--- src/rtl/json_motor_cmd_tx.sv ---
// json_motor_cmd_tx
//
// Accepts a pair of signed wheel speeds over a valid/ready handshake,
// converts each to ASCII decimal with a double-dabble BCD converter and
// transmits the frame {"T":<t>,"L":<l>,"R":<r>} over a built-in UART
// transmitter (1 start bit, BITS_N data bits LSB first, 1 stop bit).
//
// Parameters
//   CLKS_PER_BIT : clock cycles per UART bit
//   BITS_N       : data bits per character (7..8)
//   SPEED_W      : width of the signed speed inputs (2..16)
//   CMD_T        : command type digit (0..9)
//
// Ports
//   clk          : clock
//   rst          : synchronous reset, active low
//   cmd_valid    : command offered
//   cmd_ready    : block can accept a command (registered)
//   speed_l      : signed left speed, captured on the handshake
//   speed_r      : signed right speed, captured on the handshake
//   uart_out     : serial line, idle high
//   busy         : frame being converted or sent
//   done         : one-cycle pulse after the last stop bit
//   current_byte : character on the line while sending, 0x00 otherwise
//
// Build option
//   JSON_CMD_NEWLINE_EN : when defined, a 0x0A character follows '}'.

module json_motor_cmd_tx #(
    parameter int CLKS_PER_BIT = 434,
    parameter int BITS_N       = 8,
    parameter int SPEED_W      = 8,
    parameter int CMD_T        = 1
) (
    input  logic                      clk,
    input  logic                      rst,
    input  logic                      cmd_valid,
    output logic                      cmd_ready,
    input  logic signed [SPEED_W-1:0] speed_l,
    input  logic signed [SPEED_W-1:0] speed_r,
    output logic                      uart_out,
    output logic                      busy,
    output logic                      done,
    output logic [7:0]                current_byte
);

    localparam int CNT_W = (CLKS_PER_BIT > 1) ? $clog2(CLKS_PER_BIT) : 1;
    localparam int BCD_W = 20;                 // five BCD digits cover |-32768|
    localparam int DD_W  = BCD_W + SPEED_W;

    localparam logic [CNT_W-1:0] BIT_LAST  = CNT_W'(CLKS_PER_BIT - 1);
    localparam logic [3:0]       STOP_IDX  = 4'(BITS_N + 1);
    localparam logic [3:0]       LAST_DATA = 4'(BITS_N);
    localparam logic [5:0]       L_END     = 6'(SPEED_W - 1);
    localparam logic [5:0]       R_END     = 6'(2 * SPEED_W - 1);
    localparam logic [5:0]       LEN_AT    = 6'(2 * SPEED_W);
    localparam logic [5:0]       CONV_LAST = 6'(2 * SPEED_W + 1);
    localparam logic [7:0]       CMD_CHAR  = 8'(8'h30 + CMD_T);

`ifdef JSON_CMD_NEWLINE_EN
    localparam logic [5:0] FIXED_LAST = 6'd17;
`else
    localparam logic [5:0] FIXED_LAST = 6'd16;
`endif

    typedef enum logic [1:0] {
        S_IDLE,
        S_CONV,
        S_SEND,
        S_DONE
    } state_t;

    state_t state, state_n;

    // Control registers
    logic [5:0]       conv_cnt;
    logic [CNT_W-1:0] bit_cnt;
    logic [3:0]       bit_idx;     // 0 = start, 1..BITS_N = data, BITS_N+1 = stop
    logic [5:0]       char_idx;

    // Datapath registers (not reset: always loaded before use)
    logic signed [SPEED_W-1:0] spd_r;
    logic                      neg_l, neg_r;
    logic [DD_W-1:0]           dd;
    logic [BCD_W-1:0]          bcd_l, bcd_r;
    logic [2:0]                nd_l, nd_r;
    logic [3:0]                len_l, len_r;
    logic [5:0]                frame_last;

    logic [DD_W-1:0] dd_next;
    logic [2:0]      nd_l_c, nd_r_c;
    logic [3:0]      len_l_c, len_r_c;
    logic [5:0]      char_sel;
    logic [7:0]      next_char;
    logic            hs;
    logic            frame_end;

    // Magnitude in SPEED_W+1 bits so the most-negative input negates exactly;
    // the result always fits back into SPEED_W unsigned bits.
    function automatic logic [SPEED_W-1:0] mag_of(input logic signed [SPEED_W-1:0] s);
        logic signed [SPEED_W:0] e;
        e = {s[SPEED_W-1], s};
        if (e < 0) begin
            e = -e;
        end
        return e[SPEED_W-1:0];
    endfunction

    // One double-dabble iteration on {bcd, binary}: add 3 to digits >= 5, shift left.
    function automatic logic [DD_W-1:0] dd_step(input logic [DD_W-1:0] v);
        logic [DD_W-1:0] t;
        t = v;
        for (int k = 0; k < BCD_W / 4; k++) begin
            if (t[SPEED_W + 4*k +: 4] >= 4'd5) begin
                t[SPEED_W + 4*k +: 4] = t[SPEED_W + 4*k +: 4] + 4'd3;
            end
        end
        return {t[DD_W-2:0], 1'b0};
    endfunction

    // Significant decimal digits; zero still prints as a single "0".
    function automatic logic [2:0] digit_count(input logic [BCD_W-1:0] bcd);
        logic [2:0] n;
        n = 3'd1;
        for (int k = 1; k < BCD_W / 4; k++) begin
            if (bcd[4*k +: 4] != 4'd0) begin
                n = 3'(k + 1);
            end
        end
        return n;
    endfunction

    // Character p of a number field: optional '-' then digits, most significant first.
    function automatic logic [7:0] field_char(input int p, input logic [2:0] nd,
                                              input logic neg, input logic [BCD_W-1:0] bcd);
        int k;
        logic [7:0] c;
        if (neg && (p == 0)) begin
            c = 8'h2D;
        end else begin
            k = int'(nd) - 1 - (p - int'(neg));
            if (k < 0) begin
                k = 0;
            end
            c = {4'h3, bcd[4*k +: 4]};
        end
        return c;
    endfunction

    assign dd_next = dd_step(dd);
    assign nd_l_c  = digit_count(bcd_l);
    assign nd_r_c  = digit_count(bcd_r);
    assign len_l_c = {1'b0, nd_l_c} + {3'b000, neg_l};
    assign len_r_c = {1'b0, nd_r_c} + {3'b000, neg_r};

    assign hs        = (state == S_IDLE) && cmd_valid && cmd_ready;
    assign frame_end = (bit_cnt == BIT_LAST) && (bit_idx == STOP_IDX) &&
                       (char_idx == frame_last);
    assign char_sel  = (state == S_SEND) ? (char_idx + 6'd1) : 6'd0;

    // Frame character generator, indexed by position in the frame
    always_comb begin
        int i;
        int j;
        next_char = 8'h00;
        i = int'(char_sel);
        j = i - 11 - int'(len_l);
        if (i <= 10) begin
            case (i)
                0:       next_char = 8'h7B;   // {
                1:       next_char = 8'h22;   // "
                2:       next_char = 8'h54;   // T
                3:       next_char = 8'h22;
                4:       next_char = 8'h3A;   // :
                5:       next_char = CMD_CHAR;
                6:       next_char = 8'h2C;   // ,
                7:       next_char = 8'h22;
                8:       next_char = 8'h4C;   // L
                9:       next_char = 8'h22;
                default: next_char = 8'h3A;
            endcase
        end else if (j < 0) begin
            next_char = field_char(i - 11, nd_l, neg_l, bcd_l);
        end else if (j < 5) begin
            case (j)
                0:       next_char = 8'h2C;
                1:       next_char = 8'h22;
                2:       next_char = 8'h52;   // R
                3:       next_char = 8'h22;
                default: next_char = 8'h3A;
            endcase
        end else if (j < 5 + int'(len_r)) begin
            next_char = field_char(j - 5, nd_r, neg_r, bcd_r);
        end else if (j == 5 + int'(len_r)) begin
            next_char = 8'h7D;                // }
        end else begin
            next_char = 8'h0A;
        end
    end

    always_comb begin
        state_n = state;
        unique case (state)
            S_IDLE: if (hs)                      state_n = S_CONV;
            S_CONV: if (conv_cnt == CONV_LAST)   state_n = S_SEND;
            S_SEND: if (frame_end)               state_n = S_DONE;
            S_DONE:                              state_n = S_IDLE;
        endcase
    end

    // Control state and registered outputs
    always_ff @(posedge clk) begin
        if (!rst) begin
            state        <= S_IDLE;
            cmd_ready    <= 1'b0;
            busy         <= 1'b0;
            done         <= 1'b0;
            uart_out     <= 1'b1;
            current_byte <= 8'h00;
            conv_cnt     <= 6'd0;
            bit_cnt      <= '0;
            bit_idx      <= 4'd0;
            char_idx     <= 6'd0;
        end else begin
            state     <= state_n;
            cmd_ready <= (state_n == S_IDLE);
            busy      <= (state_n != S_IDLE);
            done      <= (state_n == S_DONE);
            case (state)
                S_CONV: begin
                    conv_cnt <= conv_cnt + 6'd1;
                    if (state_n == S_SEND) begin
                        uart_out     <= 1'b0;
                        current_byte <= next_char;
                        bit_cnt      <= '0;
                        bit_idx      <= 4'd0;
                        char_idx     <= 6'd0;
                    end
                end
                S_SEND: begin
                    if (bit_cnt == BIT_LAST) begin
                        bit_cnt <= '0;
                        if (bit_idx == STOP_IDX) begin
                            if (char_idx == frame_last) begin
                                uart_out     <= 1'b1;
                                current_byte <= 8'h00;
                            end else begin
                                // Next start bit follows the stop bit with no gap
                                char_idx     <= char_idx + 6'd1;
                                current_byte <= next_char;
                                uart_out     <= 1'b0;
                                bit_idx      <= 4'd0;
                            end
                        end else begin
                            bit_idx  <= bit_idx + 4'd1;
                            uart_out <= (bit_idx == LAST_DATA) ? 1'b1
                                                               : current_byte[bit_idx[2:0]];
                        end
                    end else begin
                        bit_cnt <= bit_cnt + CNT_W'(1);
                    end
                end
                default: begin
                    conv_cnt     <= 6'd0;
                    uart_out     <= 1'b1;
                    current_byte <= 8'h00;
                end
            endcase
        end
    end

    // Capture and BCD conversion: L during counts 0..W-1, R during W..2W-1,
    // field lengths latched at 2W, one spare cycle before the first start bit.
    always_ff @(posedge clk) begin
        if (hs) begin
            spd_r <= speed_r;
            neg_l <= speed_l[SPEED_W-1];
            neg_r <= speed_r[SPEED_W-1];
            dd    <= {{BCD_W{1'b0}}, mag_of(speed_l)};
        end else if (state == S_CONV) begin
            if (conv_cnt == L_END) begin
                bcd_l <= dd_next[DD_W-1 -: BCD_W];
                dd    <= {{BCD_W{1'b0}}, mag_of(spd_r)};
            end else if (conv_cnt == R_END) begin
                bcd_r <= dd_next[DD_W-1 -: BCD_W];
                dd    <= dd_next;
            end else if (conv_cnt == LEN_AT) begin
                nd_l       <= nd_l_c;
                nd_r       <= nd_r_c;
                len_l      <= len_l_c;
                len_r      <= len_r_c;
                frame_last <= FIXED_LAST + {2'b00, len_l_c} + {2'b00, len_r_c};
            end else if (conv_cnt < R_END) begin
                dd <= dd_next;
            end
        end
    end

endmodule

--- config.mk ---
export PLATFORM = sky130hd
export DESIGN_NAME = json_motor_cmd_tx
export DESIGN_NICKNAME = d
export VERILOG_FILES = /design/src/rtl/json_motor_cmd_tx.sv
export SDC_FILE = /design/constraint.sdc
export NUM_CORES = 1
export LEC_CHECK = 0
export ABC_AREA = 1
export CORE_UTILIZATION = 60
export DETAILED_ROUTE_END_ITERATION = 6
export PLACE_DENSITY_LB_ADDON = 0.08
export RECOVER_POWER = 25
export SLEW_MARGIN = 20
export SYNTH_ARGS = -nofsm -noshare
export SYNTH_HDL_FRONTEND = slang
export SYNTH_SLANG_ARGS = --single-unit
--- constraint.sdc ---
create_clock -name clk -period 8.35 [get_ports clk]
set_clock_uncertainty 0.1 [all_clocks]
set_input_delay 2.0875 -clock clk [delete_from_list [all_inputs] [get_ports clk]]
set_output_delay 2.0875 -clock clk [all_outputs]
set_load 0.05 [all_outputs]
==> flow_summary.json, run 1 <==
{
  "cp_slowest_cell": "ha_1",
  "placed_area_um2": 10400,
  "fmax_ghz": 0.142,
  "cts_buffer_depth": 2,
  "drive_gt1_share_pct": 7.74,
  "wl_mm": 21.5,
  "grt_pass1_vias": 7553,
  "ys_seq_area_share_pct": 35.3,
  "root_buffer": "clkbuf_16",
  "post_cts_buffers": 0,
  "r2r_cells": 46,
  "wl_met1_mm": 10.1,
  "dp_slack_ns": 1.34,
  "dr_wl_met3_mm": 1.15,
  "finalSetupTns_ns": 0,
  "cellLeakagePower_nw": 5.10,
  "report.final.slew_viol_count": 0,
  "ys_warn_count": 0,
  "synth-edff-count": 77,
  "ys.flop_type": "edfxtp_1",
  "antenna_found_initial": 0,
  "critPathLaunchType": "flop",
  "syn_to_final_growth_pct": 11.6,
  "antenna_left": 0,
  "grt_usage_pct": 27.1,
  "yosys.area.top_type": "edfxtp_1",
  "path_depth": 46,
  "gp_congestion": 0.944,
  "overflow": 0,
  "worst_hold_slack_ns": 0.374,
  "core_area_um2": 15900,
  "die_x_um": 130,
  "drc_errors": 0,
  "cp_num_buf_inv": 8,
  "final_nets": 1407,
  "start_util_pct": 61.6,
  "dpl.hpwl_mm": 16.9,
  "cts_htree_levels": 4,
  "antenna_cells": 0,
  "critPathKind": "flop to flop",
  "wire_per_inst_um": 14.5,
  "rsz0062_at_grt": "no",
  "cts_tree": "built",
  "highest_layer": "met4",
  "slowest_delay_ns": 0.63,
  "critical_path_arrival_ns": 7.30,
  "stdcell_count": 1482,
  "dp.cells": 1450,
  "cts.sinks": 135,
  "rows": 46,
  "drt_iter0_markers": 539,
  "hold_depth": 2,
  "peakVddDrop_mv": 0.153,
  "hold_path_class": "flop to flop",
  "syn_area_um2": 9830,
  "fin_ws_ns": 1.31,
  "cap_violations": 0,
  "synth_top_cells_by_area": "edfxtp_1 (24%), ha_1 (17%), dfxtp_1 (12%)",
  "path_delay_family": "simple AND/OR/NAND/NOR gates",
  "io_buffer_count": 29,
  "final_util_pct": 68.8,
  "relSlewSlack_pct": 26.3,
  "crit_fanout": 17,
  "dieArea_um2": 16900,
  "numCtsBuffers": 17,
  "min_period_ns": 7.04,
  "cpMostUsedCell": "nand2_1",
  "total_power_mw": 1.63,
  "cp.required_ns": 8.61,
  "cts_resized": 0,
  "ys_types": 57,
  "status": "complete, no violations",
  "setup_viol": 0,
  "wl_met2_mm": 9.90,
  "synth_area_per_cell_um2": 8.09,
  "syn_inst": 1214,
  "vias": 8111,
  "stdcell_area_um2": 11000,
  "fillers": 1330,
  "hold_violations": 0,
  "fp.dieH_um": 130,
  "cts_hold_buf": 0,
  "drt-vias-per-instance": 5.47,
  "grt_max_degree": 29,
  "synth-seq-cells": 135,
  "yosysTopAreaCellShare_pct": 23.5,
  "io_pins": 31,
  "pwr_density_cell_nw_per_um2": 148,
  "tightest_slew_ns": 1.11,
  "post-route-period-util_pct": 84.4,
  "synthArstFlopShare_pct": 0,
  "endpoint_kind": "flop",
  "grt_pass1_wl_mm": 35.4,
  "drtPass1Iterations": 6,
  "clk_pin_slew_ns": 0.07,
  "insertion_delay_ns": 0.43
}
==> path summary, 6_finish.rpt <==
path	slack, ns	endpoint	startpoint
setup / recovery	1.31	current_byte[1]	state[0]
hold / removal	0.37	bit_cnt[8]	bit_cnt[8]
setup reg to reg	1.31	current_byte[1]	state[0]
hold reg to reg	0.37	bit_cnt[8]	bit_cnt[8]
==> synthesized netlist by cell type, types with 3 or more instances <==
cell        n
o21ai_1     4
o221ai_1    8
xor2_1     26
or2_0       3
nand3_1    66
o21ai_0    57
edfxtp_1   77
dfxtp_1    58
nand2_4     6
nand2_1   215
ha_1      131
nor3_1     23
o211ai_1    6
o22ai_1    22
clkbuf_1   12
nand3_2     8
nor4_1     10
inv_1     201
or2_2       5
a21oi_1    68
o21a_1     11
nor2_2     10
nand4_1    17
nor3b_1     3
a211oi_1    5
inv_2       7
nor2_4      6
nand2_2    10
o31ai_1     5
nor2_1     87
a31oi_1     6
fa_1        4
==> flip-flops by register name (all words and copies together) (netlist names), 3 cells and up <==
signal,cells
bcd_l,20
spd_r,8
dd,28
current_byte,7
char_idx,6
bit_cnt,9
frame_last,6
conv_cnt,6
bit_idx,4
bcd_r,20
nd_l,3
len_r,4
nd_r,3
len_l,4
==> layer usage <==
| metal | vias to the layer above | track usage (%) |
|---|---|---|
| met5 | - | 0 |
| met3 | 34 | 5.29 |
| met2 | 204 | 44.7 |
| met1 | 3693 | 35.7 |
| met4 | 0 | 8.82 |
| li1 | 4180 | - |
==> tightest hold or removal path, delay by kind of cell, from the launching register on <==
kind	cells	cell delay (ns)
DFF	1	0.30
AOI/OAI and AO/OA	1	0.06
buffers and inverters	1	0.07
==> where the power goes <==
part	switching (mW)	leakage [nW]	internal [mW]
Clock	0.318	0.295	0.443
Sequential	0.0166	1.20	0.722
Combinational	0.0827	3.60	0.0445
==> cells in the final DEF, fill, tap and decap left out, types with 6 or more instances in the layout <==
cell type        count
nor2_4               6
nand4_1             17
nor2_1              87
o211ai_1             6
dfxtp_1             58
a31oi_1              6
inv_2                7
clkbuf_16           18
ha_1               131
nand2_4              6
o221ai_1             8
nor4_1               8
o21a_1              11
nor3_1              23
xor2_1              26
o21ai_0             57
nand3_1             66
a21oi_1             68
edfxtp_1            77
clkdlybuf4s50_1     29
nand3_2              8
inv_1              201
o22ai_1             22
nor2_2              10
nand2_1            215
nand2_2             10
==> logic make-up (layout without fill, tap and decap cells) <==
| family | after synthesis | count (layout) | synth area share (%) |
|---|---|---|---|
| compound gates | 209 | 209 | 12.6 |
| xor+xnor | 28 | 28 | 2.50 |
| fa+ha+maj | 135 | 135 | 17.5 |
| buf+inv | 226 | 274 | 8.81 |
| flops | 135 | 135 | 35.3 |
| other cells | 1 | 5 | 0.0382 |
| simple gates | 480 | 480 | 23.2 |
==> area by class of cell <==
class / count / area (µm²) / share of cell area [%]
inverters: 209 / 785 / 7.16
multi-input cells: 857 / 5510 / 50.3
clock buffers: 19 / 454 / 4.14
clock inverters: 13 / 149 / 1.36
flip-flops and latches: 135 / 3470 / 31.7
well taps: 216 / 270 / 2.47
repair buffers: 33 / 317 / 2.89
Note: power is estimated with default switching activity, not from simulation.
==> inputs of run 2 (changes only) <==
--- a/config.mk
+++ b/config.mk
@@ -6,7 +6,7 @@
 export NUM_CORES = 1
 export LEC_CHECK = 0
 export ABC_AREA = 1
-export CORE_UTILIZATION = 60
+export CORE_UTILIZATION = 57
 export DETAILED_ROUTE_END_ITERATION = 6
 export PLACE_DENSITY_LB_ADDON = 0.08
 export RECOVER_POWER = 25
==> constraint.sdc (replaced) <==
create_clock -name clk -period 6.15 [get_ports clk]
set_clock_uncertainty 0.1 [all_clocks]
set_input_delay 1.5375 -clock clk [delete_from_list [all_inputs] [get_ports clk]]
set_output_delay 1.5375 -clock clk [all_outputs]
set_load 0.05 [all_outputs]
==> run 2 against run 1 <==
  * Non-clock buffer count increased by 21
  * Sequential share of layout area decreased by 1.1 points
  * Register-to-register slack got worse by 0.99 ns
  * Worst hold slack about the same
  * Power increased by 35%
  * Fmax increased by 21%
  * Utilization decreased by 0.66 points
  * First-iteration DRC count increased by 14%
  * Critical path type unchanged
==> flow_summary.json, run 2 (same netlist as run 1, synthesis figures left out) <==
{
  "status": "complete, no violations",
  "cellLeakagePower_nw": 5.06,
  "core_area_um2": 16700,
  "io_buffer_count": 29,
  "drt_iter0_markers": 612,
  "cts_buffer_depth": 2,
  "cts_htree_levels": 4,
  "critical_path_arrival_ns": 6.09,
  "grt_pass1_wl_mm": 36.4,
  "setup_viol": 0,
  "drt-vias-per-instance": 5.44,
  "cap_violations": 0,
  "pwr-share-clk_pct": 46.1,
  "report.final.slew_viol_count": 0,
  "seq_power_share_pct": 45.7,
  "fillers": 1417,
  "p_int_mw": 1.62,
  "fmax_ghz": 0.171,
  "post-route-period-util_pct": 94.9,
  "wl_mm": 22.7,
  "vias": 8209,
  "tightest_slew_ns": 1.13,
  "rows": 47,
  "cts.sinks": 135,
  "critPathLaunchType": "flop",
  "final_nets": 1429,
  "drc_errors": 0,
  "layout_common_cells": "nand2_1 (208), inv_1 (197), ha_1 (119)",
  "dp.cells": 1465,
  "grt_pass1_vias": 7577,
  "gp_congestion": 0.894,
  "drtPass1Iterations": 5,
  "reg.largest.list": "dd (28), bcd_l (20), bcd_r (20)",
  "cpMostUsedCell": "nand2_1",
  "crit_fanout": 7,
  "dr_wl_met3_um": 963,
  "stdcell_area_um2": 11400,
  "syn_to_final_growth_pct": 15.8,
  "insertion_delay_ns": 0.43,
  "slowest_delay_ns": 0.36,
  "peakVddDrop_mv": 0.225,
  "multiInputGateArea_um2": 5770,
  "wire_per_inst_um": 15.1,
  "final_common_cell": "nand2_1",
  "power_frac_comb_pct": 8.2,
  "grt_max_degree": 29,
  "regArea_um2": 3480,
  "endpoint_kind": "flop",
  "start_util_pct": 58.8,
  "antenna_left": 0,
  "stdcell_count": 1508,
  "swShare_pct": 26.2,
  "wl_met2_mm": 10.2,
  "dieArea_um2": 17800,
  "io_pins": 31,
  "cp_num_buf_inv": 7,
  "hold_path_class": "flop to flop",
  "cts_tree": "built",
  "path_delay_family": "simple AND/OR/NAND/NOR gates",
  "hold_violations": 0,
  "largest_reg_flops": 28,
  "cp_slowest_cell": "dfxtp_4",
  "cp.required_ns": 6.41,
  "placed_area_um2": 10500,
  "overflow": 0,
  "clk_pin_slew_ns": 0.06,
  "largest-register": "dd",
  "die_x_um": 133,
  "grt_usage_pct": 25.8,
  "highest_layer": "met4",
  "switchingPower_uw": 575,
  "relSlewSlack_pct": 24.7,
  "min_period_ns": 5.84,
  "numCtsBuffers": 17,
  "wl_met1_mm": 11.1,
  "antenna_found_initial": 0,
  "fp.dieH_um": 133,
  "antenna_cells": 0,
  "dpl.hpwl_mm": 17.3,
  "pwr_density_cell_nw_per_um2": 193,
  "drive_gt1_share_pct": 12.3,
  "root_buffer": "clkbuf_16",
  "critPathKind": "flop to flop",
  "worst_hold_slack_ns": 0.374,
  "total_power_mw": 2.19
}
==> run 2: per-stage QoR <==
stage | worst slack [ns] | setup TNS [ns] | util [%]
floorplan | 0.320 | 0 | -
global placement | 0.185 | 0 | 62.6
detailed placement | 0.0620 | 0 | 62.6
CTS | 0.0119 | 0 | 66.1
global route | -0.149 | -0.480 | 68.1
finish | 0.314 | 0 | 68.1
==> run 2: worst reg2reg max path, delay by kind of cell (launching register included) <==
family                   cells  cell delay, ns
flip-flops                   1            0.36
buffers and inverters        7            0.64
AND/OR/NAND/NOR             26            3.08
adder cells (fa/ha/maj)      5            1.41
AO/OA/AOI/OAI                2            0.20
==> run 2: area by class of cell <==
cell class	count	share of cell area [%]
inverters	209	6.90
flip-flops and latches	135	30.6
well taps	220	2.42
repair buffers	54	4.17
clock buffers	19	4.08
multi-input cells	858	50.7
clock inverters	13	1.13
==> run 2: power groups by stage <==
stage	Clock, mW	Sequential (mW)	Combinational [mW]
floorplan	0	1.02	0.119
global placement	0	1.02	0.172
detailed placement	0	1.02	0.175
CTS	1.03	1.00	0.176
global route	1.06	1.00	0.201
finish	1.01	1.00	0.179
==> run 2: routing by layer <==
metal	vias to the layer above	GRT usage, %
met3	33	3.96
met4	0	8.33
met1	3773	36.2
met5	-	0
met2	176	40.9
li1	4227	-
==> run 2: worst paths after layout <==
path,cells past startpoint,slack (ns),endpoint,from
worst min-delay path,2,0.37,bit_cnt[8],bit_cnt[8]
worst max-delay path,40,0.31,current_byte[1],char_idx[1]
worst min register to register,2,0.37,bit_cnt[8],bit_cnt[8]
worst max register to register,40,0.31,current_byte[1],char_idx[1]
==> run 2: what timing repair did <==
item,in CTS,in global routing
hold buffers,0,0
setup endpoints to repair,0,4
buffers inserted,0,10
hold endpoints to repair,0,0
gates resized for setup,0,50
==> inputs of run 3 (changes only) <==
--- a/config.mk
+++ b/config.mk
@@ -5,12 +5,12 @@
 export SDC_FILE = /design/constraint.sdc
 export NUM_CORES = 1
 export LEC_CHECK = 0
-export ABC_AREA = 1
-export CORE_UTILIZATION = 57
+export ABC_AREA = 0
+export CORE_UTILIZATION = 49
 export DETAILED_ROUTE_END_ITERATION = 6
 export PLACE_DENSITY_LB_ADDON = 0.08
 export RECOVER_POWER = 25
-export SLEW_MARGIN = 20
+export SLEW_MARGIN = 15
 export SYNTH_ARGS = -nofsm -noshare
 export SYNTH_HDL_FRONTEND = slang
 export SYNTH_SLANG_ARGS = --single-unit
==> run 3 against run 2 <==
  * Largest power group unchanged
  * Fmax down 3.4%
  * Non-clock buffer count up 35
  * Sequential power barely moved
  * Register-to-register slack lost 0.21 ns
  * Critical path type unchanged
  * Utilization down 6.6 points
  * Setup slack lost 0.21 ns
  * Via count decreased by 3.5%
==> flow_summary.json, run 3 <==
{
  "status": "complete, no violations",
  "switchingPower_uw": 580,
  "overflow": 0,
  "report.final.slew_viol_count": 0,
  "vias": 7923,
  "ys_seq_area_share_pct": 35.7,
  "post-route-period-util_pct": 98.3,
  "regArea_um2": 3480,
  "cellLeakagePower_nw": 4.90,
  "cpMostUsedCell": "ha_4",
  "final_nets": 1281,
  "cp.required_ns": 6.35,
  "fmax_ghz": 0.165,
  "dieArea_um2": 20400,
  "layout_common_cells": "nand2_1 (103), nor2_1 (95), ha_1 (95)",
  "synthArstFlopShare_pct": 0,
  "seq_power_share_pct": 45.2,
  "fillers": 1639,
  "grt_pass1_wl_mm": 37.0,
  "rsz0062_at_grt": "yes",
  "fin_ws_ns": 0.107,
  "crit_fanout": 11,
  "cp_slowest_cell": "a2111o_1",
  "root_buffer": "clkbuf_16",
  "dp_slack_ns": -0.131,
  "wl_mm": 23.2,
  "endpoint_kind": "flop",
  "tightest_slew_ns": 1.08,
  "grt_max_degree": 26,
  "start_util_pct": 50.0,
  "post-synth-top-count-cell": "ha_1",
  "yosys.area.top_type": "edfxtp_1",
  "critPathLaunchType": "flop",
  "syn_to_final_growth_pct": 22.9,
  "antenna_cells": 0,
  "synth-seq-cells": 135,
  "final_common_cell": "nand2_1",
  "cts.sinks": 135,
  "drt-vias-per-instance": 5.64,
  "io_pins": 31,
  "slowest_delay_ns": 0.43,
  "setup_viol": 0,
  "die_x_um": 143,
  "antenna_left": 0,
  "clk_pin_slew_ns": 0.06,
  "drtPass1Iterations": 5,
  "fp.dieH_um": 143,
  "io_buffer_count": 29,
  "ys_types": 91,
  "cts_tree": "built",
  "cts_htree_levels": 4,
  "numCtsBuffers": 17,
  "p_int_mw": 1.62,
  "relSlewSlack_pct": 28.1,
  "synth-edff-count": 77,
  "final_util_pct": 61.5,
  "ys_warn_count": 0,
  "yosysTopAreaCellShare_pct": 23.7,
  "wire_per_inst_um": 16.5,
  "r2r_cells": 29,
  "rows": 51,
  "critPathKind": "flop to flop",
  "ys.flop_type": "edfxtp_1",
  "antenna_found_initial": 0,
  "hold_path_class": "flop to flop",
  "pwr-share-clk_pct": 47.1,
  "hold_depth": 2,
  "largest-register": "dd",
  "grt_usage_pct": 23.2,
  "swShare_pct": 26.3,
  "worst_hold_slack_ns": 0.375,
  "peakVddDrop_mv": 0.225,
  "synth_commonest_cells": "ha_1 (131), nand2_1 (111), nor2_1 (95), edfxtp_1 (77), inv_1 (71)",
  "total_power_mw": 2.20,
  "cts_buffer_depth": 2,
  "gp_congestion": 0.902,
  "synth_area_per_cell_um2": 9.33,
  "power_frac_comb_pct": 7.7,
  "reg.largest.list": "dd (28), bcd_l (20), bcd_r (20)",
  "dpl.hpwl_mm": 17.4,
  "insertion_delay_ns": 0.43,
  "pwr_density_cell_nw_per_um2": 184,
  "largest_reg_flops": 28,
  "hold_violations": 0,
  "cap_violations": 0,
  "syn_inst": 1044,
  "syn_area_um2": 9740,
  "drt_iter0_markers": 507,
  "core_area_um2": 19500,
  "drc_errors": 0,
  "min_period_ns": 6.04,
  "drive_gt1_share_pct": 17.6,
  "synth_top_cells_by_area": "edfxtp_1 (24%), ha_1 (17%), dfxtp_1 (12%)",
  "critical_path_arrival_ns": 6.24,
  "grt_pass1_vias": 7339,
  "cts_hold_buf": 0,
  "multiInputGateArea_um2": 6520
}
==> run 3: cell count changes in the layout (fill, tap and decap cells not counted), moves of 24 or more <==
cell     change
xnor2_1     +24
ha_1        -24
nand2_1    -105
mux2i_1     +26
ha_4        +26
inv_1      -133
nand3_1     -33
buf_4       +34
==> run 3: critical path: cells and delay by family (launching register included) <==
family	cells	cell delay, ns
AOI/OAI and AO/OA	11	2.11
adders and majority gates	6	1.51
DFF	1	0.33
and+or+nand+nor	5	1.01
buffers and inverters	7	0.85
==> run 3: repair_timing <==
item	CTS	global route
setup endpoints to repair	3	4
resized for setup	4	68
pin swaps	1	46
setup buffers	2	12
==> run 3: cell families after synthesis <==
kind of cell | count (synthesis) | synth area share, %
AOI/OAI and AO/OA | 228 | 15.8
xor gates and xnor gates | 59 | 5.62
adders and majority gates | 135 | 17.7
buffers and inverters | 101 | 4.03
DFF | 135 | 35.7
muxes | 32 | 3.55
other | 1 | 0.0385
and+or+nand+nor | 353 | 17.7
==> run 3: final timing paths <==
kind	startpoint	end	slack, ns
setup / recovery	state[0]	current_byte[1]	0.11
hold / removal	uart_out	uart_out	0.37
setup reg to reg	state[0]	current_byte[1]	0.11
hold reg to reg	uart_out	uart_out	0.37
==> run 3: per-layer routing <==
layer	vias up	wire (µm)	track usage [%]	part of all wire, %
met5	-	0	0	0
met4	0	307	5.43	1.3
met3	27	704	3.22	3.0
met2	155	11000	38.1	47
met1	3787	11300	32.3	48
li1	3954	-	-	-
==> run 3: layout make-up <==
class	instances	area share, %
multi-input combinational	812	54.5
sequential	135	29.1
timing repair buffer	89	6.33
tap	265	2.77
clock inverter	13	1.19
inverter	72	2.30
clock buffer	19	3.88
==> run 3: stage by stage <==
step / area, µm² / setup TNS (ns) / instances
final: 12000 / 0 / 1405
after global routing: 12000 / -0.454 / 1405
after CTS: 11400 / 0 / 1393
after detailed placement: 10800 / -0.186 / 1359
after global placement: 10800 / 0 / 1359
after floorplan: 9920 / -0.211 / 1048
==> run 3: power by group through the flow <==
stage / clock, mW / sequential (mW) / combinational [mW]
6_report: 1.04 / 0.996 / 0.169
5_1_grt: 1.09 / 0.998 / 0.189
4_1_cts: 1.06 / 0.996 / 0.169
3_5_place_dp: 0 / 1.02 / 0.168
3_3_place_gp: 0 / 1.02 / 0.166
2_1_floorplan: 0 / 1.02 / 0.110
